**src/rtl/cla_share_pkg.sv**
```systemverilog
// Shared types and helpers for the adder-sharing arbiter.
package cla_share_pkg;

   typedef enum logic [1:0] {
      IDLE    = 2'd0,
      COMPUTE = 2'd1,
      RESP    = 2'd2
   } state_e;

   // Index width for n requesters; never below one bit so ports stay legal.
   function automatic int unsigned id_width(input int unsigned n);
      return (n <= 1) ? 1 : $clog2(n);
   endfunction

endpackage

```
**src/rtl/carry_lookahead_adder.sv**
```systemverilog
// Unsigned adder built from 4-bit carry-lookahead groups chained group to group.
module carry_lookahead_adder #(
   parameter int unsigned WIDTH = 64
) (
   input  logic [WIDTH-1:0] A,
   input  logic [WIDTH-1:0] B,
   input  logic             Cin,
   output logic [WIDTH-1:0] Sum,
   output logic             Cout
);
   localparam int unsigned NG = WIDTH / 4;

   logic [WIDTH-1:0] p;
   logic [WIDTH-1:0] g;
   logic [NG:0]      c_grp;

   assign p        = A ^ B;
   assign g        = A & B;
   assign c_grp[0] = Cin;

   for (genvar gi = 0; gi < NG; gi++) begin : g_grp
      logic [3:0] pp;
      logic [3:0] gg;
      logic [4:0] cc;

      assign pp    = p[gi*4 +: 4];
      assign gg    = g[gi*4 +: 4];
      assign cc[0] = c_grp[gi];
      assign cc[1] = gg[0] | (pp[0] & cc[0]);
      assign cc[2] = gg[1] | (pp[1] & gg[0]) | (pp[1] & pp[0] & cc[0]);
      assign cc[3] = gg[2] | (pp[2] & gg[1]) | (pp[2] & pp[1] & gg[0])
                   | (pp[2] & pp[1] & pp[0] & cc[0]);
      assign cc[4] = gg[3] | (pp[3] & gg[2]) | (pp[3] & pp[2] & gg[1])
                   | (pp[3] & pp[2] & pp[1] & gg[0]) | ((&pp) & cc[0]);

      assign Sum[gi*4 +: 4] = pp ^ cc[3:0];
      assign c_grp[gi+1]    = cc[4];
   end

   assign Cout = c_grp[NG];

endmodule

```
**src/rtl/cla_share_arbiter_rr_arbiter.sv**
```systemverilog
// Combinational round-robin picker: first asserted request at or above ptr, wrapping.
module rr_arbiter
   import cla_share_pkg::*;
#(
   parameter int unsigned N = 4
) (
   input  logic [N-1:0]             req,
   input  logic [id_width(N)-1:0]   ptr,
   input  logic                     en,
   output logic [N-1:0]             grant,
   output logic [id_width(N)-1:0]   idx
);
   localparam int unsigned IW = id_width(N);

   logic        found;
   int unsigned j;

   always_comb begin
      grant = '0;
      idx   = '0;
      found = 1'b0;
      j     = 0;
      for (int unsigned k = 0; k < N; k++) begin
         j = (32'(ptr) + k) % N;
         if (en && !found && req[j]) begin
            found    = 1'b1;
            grant[j] = 1'b1;
            idx      = IW'(j);
         end
      end
   end

endmodule

```
**src/rtl/cla_share_arbiter.sv**
```systemverilog
// Shares one carry-lookahead adder among N_REQ requesters with round-robin grants.
// One transaction in flight: IDLE grants, COMPUTE registers the sum, RESP holds it for the owner.
module cla_share_arbiter
   import cla_share_pkg::*;
#(
   parameter int unsigned WIDTH = 64,
   parameter int unsigned N_REQ = 4
) (
   input  logic                          clk,
   input  logic                          rst_n,
   input  logic [N_REQ-1:0]              req_valid,
   input  logic [N_REQ*WIDTH-1:0]        req_a,
   input  logic [N_REQ*WIDTH-1:0]        req_b,
   output logic [N_REQ-1:0]              req_ready,
   output logic [N_REQ-1:0]              rsp_valid,
   input  logic [N_REQ-1:0]              rsp_ready,
   output logic [WIDTH:0]                rsp_sum,
   output logic [id_width(N_REQ)-1:0]    rsp_id,
   output logic                          busy
);
   localparam int unsigned ID_W = id_width(N_REQ);

   state_e            state_q, state_d;
   logic [ID_W-1:0]   ptr_q, ptr_d;
   logic [ID_W-1:0]   owner_q, owner_d;
   logic [WIDTH-1:0]  op_a_q, op_a_d;
   logic [WIDTH-1:0]  op_b_q, op_b_d;
   logic [WIDTH:0]    sum_q, sum_d;
   logic [ID_W-1:0]   id_q, id_d;

   logic [N_REQ-1:0]  grant;
   logic [ID_W-1:0]   gidx;
   logic              arb_en;
   logic [WIDTH-1:0]  add_sum;
   logic              add_cout;

   // Gating with rst_n keeps req_ready low for the whole reset window.
   assign arb_en = (state_q == IDLE) && rst_n;

   rr_arbiter #(
      .N (N_REQ)
   ) u_rr (
      .req   (req_valid),
      .ptr   (ptr_q),
      .en    (arb_en),
      .grant (grant),
      .idx   (gidx)
   );

   carry_lookahead_adder #(
      .WIDTH (WIDTH)
   ) u_add (
      .A    (op_a_q),
      .B    (op_b_q),
      .Cin  (1'b0),
      .Sum  (add_sum),
      .Cout (add_cout)
   );

   always_ff @(posedge clk or negedge rst_n) begin
      if (!rst_n) begin
         state_q <= IDLE;
         ptr_q   <= '0;
         owner_q <= '0;
         op_a_q  <= '0;
         op_b_q  <= '0;
         sum_q   <= '0;
         id_q    <= '0;
      end else begin
         state_q <= state_d;
         ptr_q   <= ptr_d;
         owner_q <= owner_d;
         op_a_q  <= op_a_d;
         op_b_q  <= op_b_d;
         sum_q   <= sum_d;
         id_q    <= id_d;
      end
   end

   always_comb begin
      state_d = state_q;
      ptr_d   = ptr_q;
      owner_d = owner_q;
      op_a_d  = op_a_q;
      op_b_d  = op_b_q;
      sum_d   = sum_q;
      id_d    = id_q;
      unique case (state_q)
         IDLE: begin
            if (|grant) begin
               op_a_d  = req_a[32'(gidx)*WIDTH +: WIDTH];
               op_b_d  = req_b[32'(gidx)*WIDTH +: WIDTH];
               owner_d = gidx;
               ptr_d   = (gidx == ID_W'(N_REQ - 1)) ? '0 : gidx + ID_W'(1);
               state_d = COMPUTE;
            end
         end
         COMPUTE: begin
            sum_d   = {add_cout, add_sum};
            id_d    = owner_q;
            state_d = RESP;
         end
         RESP: begin
            if (rsp_ready[owner_q]) state_d = IDLE;
         end
         default: state_d = IDLE;
      endcase
   end

   always_comb begin
      rsp_valid = '0;
      if (state_q == RESP) rsp_valid[owner_q] = 1'b1;
   end

   assign req_ready = grant;
   assign rsp_sum   = sum_q;
   assign rsp_id    = id_q;
   assign busy      = (state_q != IDLE);

endmodule

```
**config.mk**
```make
export PLATFORM = sky130hd
export DESIGN_NAME = cla_share_arbiter
export DESIGN_NICKNAME = d
export VERILOG_FILES = /design/src/rtl/cla_share_pkg.sv /design/src/rtl/carry_lookahead_adder.sv /design/src/rtl/cla_share_arbiter_rr_arbiter.sv /design/src/rtl/cla_share_arbiter.sv
export SDC_FILE = /design/constraint.sdc
export NUM_CORES = 1
export LEC_CHECK = 0
export BUFFER_PORTS_ARGS = -buffer_cell sky130_fd_sc_hd__buf_4
export CAP_MARGIN = 20
export CORE_AREA = 2 2 231 233
export DETAILED_ROUTE_END_ITERATION = 8
export DIE_AREA = 0 0 233 235
export PLACE_DENSITY = 0.59
export RECOVER_POWER = 25
export SLEW_MARGIN = 20
export SYNTH_ARGS = -nofsm -noshare
export SYNTH_HDL_FRONTEND = slang
export SYNTH_SLANG_ARGS = --single-unit
export TNS_END_PERCENT = 5
```
**constraint.sdc**
```tcl
create_clock -name clk -period 6.04 [get_ports clk]
set_input_delay 0.604 -clock clk [delete_from_list [all_inputs] [get_ports clk]]
set_output_delay 0.604 -clock clk [all_outputs]
set_load 0.02 [all_outputs]
```
==> impl_metrics.csv <==
group,metric,value,unit
place,post-dp-hpwl,36800,µm
hold_path,hp-class,"in2async",
clocking,cts_root_buffer,"clkbuf_16",
die,fp.dieArea,54800,µm²
setup_path,cp-start-kind,"register",
layout,multiInputGateArea,8720,µm²
drt,via_per_inst,4.69,
clocking,cts.repair.resized,0,
grt,grt_overflow,0,
yosys,syn_inst,1615,
power_and_ir_drop,p_leak,9.51,nW
yosys,yosysTopAreaCellShare,35.2,%
timing,max_freq,233,MHz
drt,via_count,13400,
yosys,ys_ff_latch,201,
clocking,numCtsBuffers,26,
timing,hold_viol,0,
layout,n_fill_cell,5276,
die,start_util,27.4,%
layout,utilization,38.5,%
drt,first_pass_iters,6,
timing,clock_skew,0.0259,ns
layout,diodes,0,
place,portBuffers,597,
timing,period_share,71.1,%
clocking,post_cts_buffers,0,
run,drv_cap,1,
power_and_ir_drop,finalPower,11.1,mW
grt,grt_max_degree,258,
clocking,cts_tree,"yes",
yosys,syn_area,14300,µm²
grt,grtUsageTotal,16.6,%
setup_path,critPathKind,"reg2reg",
grt,first_global_vias,14000,
outcome,violations,"max-capacitance violations, max-slew violations",
timing,rsz0062_at_grt,"false",
place,dpl_worst_slack,1.67,ns
yosys,synth_warnings,0,
layout,nNetsFinal,2759,
drt,dr.first_iter.drc_count,527,
die,die_h,235,µm
yosys,synth.top_cells.by_area,"dfrtp_1, nand2_1, mux2_2",
setup_path,cp-end-kind,"register",
clocking,clk_path_buf_depth,3,
yosys,ys_seq_area_share,35.2,%
yosys,synth_ff_type,"dfrtp_1",
timing,max-slew-margin-rel,-85.0,%
drt,drc,0,
clocking,clkSinkCount,201,
yosys,ys_types,62,
layout,drive_gt1_share,36.3,%
setup_path,critPathMaxFanout,134,
yosys,async_flop_share,100,%
yosys,yosys.area.top_type,"dfrtp_1",
yosys,syn_nets,2223,
die,fp-row-count,84,
place,placed_area,19300,µm²
grt,antenna_found_initial,0,
timing,setup_violations,0,
clocking,hold_buffers,0,
layout,regArea,5030,µm²
timing,setup_tns,0,ns
place,gp_congestion,0.841,
clocking,clock_latency,0.54,ns
layout,design_area,20100,µm²
timing,setup_slack,1.75,ns
yosys,syn_area_per_cell,8.86,µm²
drt,antenna_left,0,
drt,wire_per_inst,16.4,µm
setup_path,critPathRequiredTime,6.44,ns
outcome,status,"finished with violations",
drt,drt-total-wl,46800,µm
die,io_pins,598,
power_and_ir_drop,ir_worst_vdd,0.601,mV
die,core_region_area,52200,µm²
timing,drv_slew,50,
clocking,cts.clk_slew.worst_paths,0.06,ns
layout,syn_to_final_growth,40.4,%
grt,grt_pass1_wl,73700,µm
die,die_width,233,µm
setup_path,cp.arrival,4.69,ns
timing,min_period,4.29,ns
clocking,cts_max_level,1,
power_and_ir_drop,power_density,554,nW/µm²
timing,worst_slew_pin_slew,2.77,ns
yosys,synth_edf_count,0,
[routing by layer]
layer	up-vias	GRT usage, %	share of wire (%)
met5	-	0	0
met4	0	3.94	1.8
met3	57	3.13	6.1
met2	382	31.0	51
met1	6201	19.4	41
li1	6736	-	-
[cells in the final DEF, fill, tap and decap left out, drive strengths merged, types with 28 or more instances in the layout]
cell / Yosys / final
clkbuf: 44 / 41
mux2i: 130 / 130
xnor2: 28 / 28
a21oi: 40 / 40
dfrtp: 201 / 201
ha: 70 / 70
o21ai: 321 / 321
mux2: 131 / 131
buf: 57 / 608
nand2: 393 / 393
[power by group]
group	internal [mW]	leakage [nW]	switching [mW]	total, mW
sequential	2.06	2.49	0.497	2.56
clock	0.859	0.384	0.587	1.45
combinational	3.10	6.64	4.02	7.12
total	6.02	9.51	5.10	11.1
[final timing paths]
kind | slack (ns) | endpoint | cells after the start
worst max-delay path | 1.75 | op_b_q[1]$_DFFE_PN0P_ | 10
worst min-delay path | 0.07 | ptr_q[1]$_DFFE_PN0P_ | 1
worst max register to register | 1.75 | op_b_q[1]$_DFFE_PN0P_ | 10
worst min register to register | 0.48 | rsp_sum[16]$_DFFE_PN0N_ | 2
max in group asynchronous | 2.87 | op_b_q[62]$_DFFE_PN0P_ | 2
min in group clk | 0.46 | op_a_q[39]$_DFFE_PN0P_ | 5
[through the flow]
| step | hold slack [ns] | instances |
|---|---|---|
| after floorplan | 0.308 | 1615 |
| after global placement | 0.462 | 2811 |
| after detailed placement | 0.467 | 2811 |
| after CTS | 0.0696 | 2854 |
| after global routing | 0.0997 | 2854 |
| final | 0.0703 | 2854 |
[worst max-delay path: stages, from the launching register on]
cell and delay [ns]:
dfrtp_1 0.66, inv_1 0.18, ha_1 0.44, mux4_2 0.35
nor4_2 0.46, nor2_1 0.13, a22oi_2 0.34, buf_12 0.48
mux2_2 0.41, o21ai_0 0.29, o21ai_1 0.10
[synthesized netlist by cell type, types with 8 or more instances]
master,instances
nand2_1,393
buf_2,41
fa_1,16
inv_1,18
dfrtp_1,201
clkbuf_1,42
a21o_1,18
mux2i_1,130
ha_1,70
buf_4,8
nor3_1,8
nand3_1,11
xnor2_1,28
nand4_1,8
a21oi_1,40
nor2_1,24
mux2_2,129
o21ai_0,217
nand2b_1,8
o21ai_1,104
xor2_1,16
[kinds of logic after synthesis]
logic type / after synthesis / share of synthesized area, %
xor gates and xnor gates: 44 / 2.69
adders and majority gates: 86 / 8.36
muxes: 264 / 19.9
DFF: 201 / 35.2
buffers and inverters: 119 / 4.08
and+or+nand+nor: 478 / 13.7
AOI/OAI and AO/OA: 423 / 16.1
[area by class of cell]
type / count / share of cell area [%]
multi-input combinational: 1295 / 43.4
tap: 688 / 4.29
timing repair buffer: 609 / 23.0
clock inverter: 3 / 0.0934
inverter: 18 / 0.336
clock buffer: 40 / 3.81
sequential: 201 / 25.0
[sequential cells by signal, indices dropped and copies added (netlist names), named ones only]
register / flops
state_q: 2
rsp_sum: 65
op_a_q: 64
ptr_q: 1
owner_q: 2
op_b_q: 64
rsp_id: 2
Power figures use the tool's default switching activity.
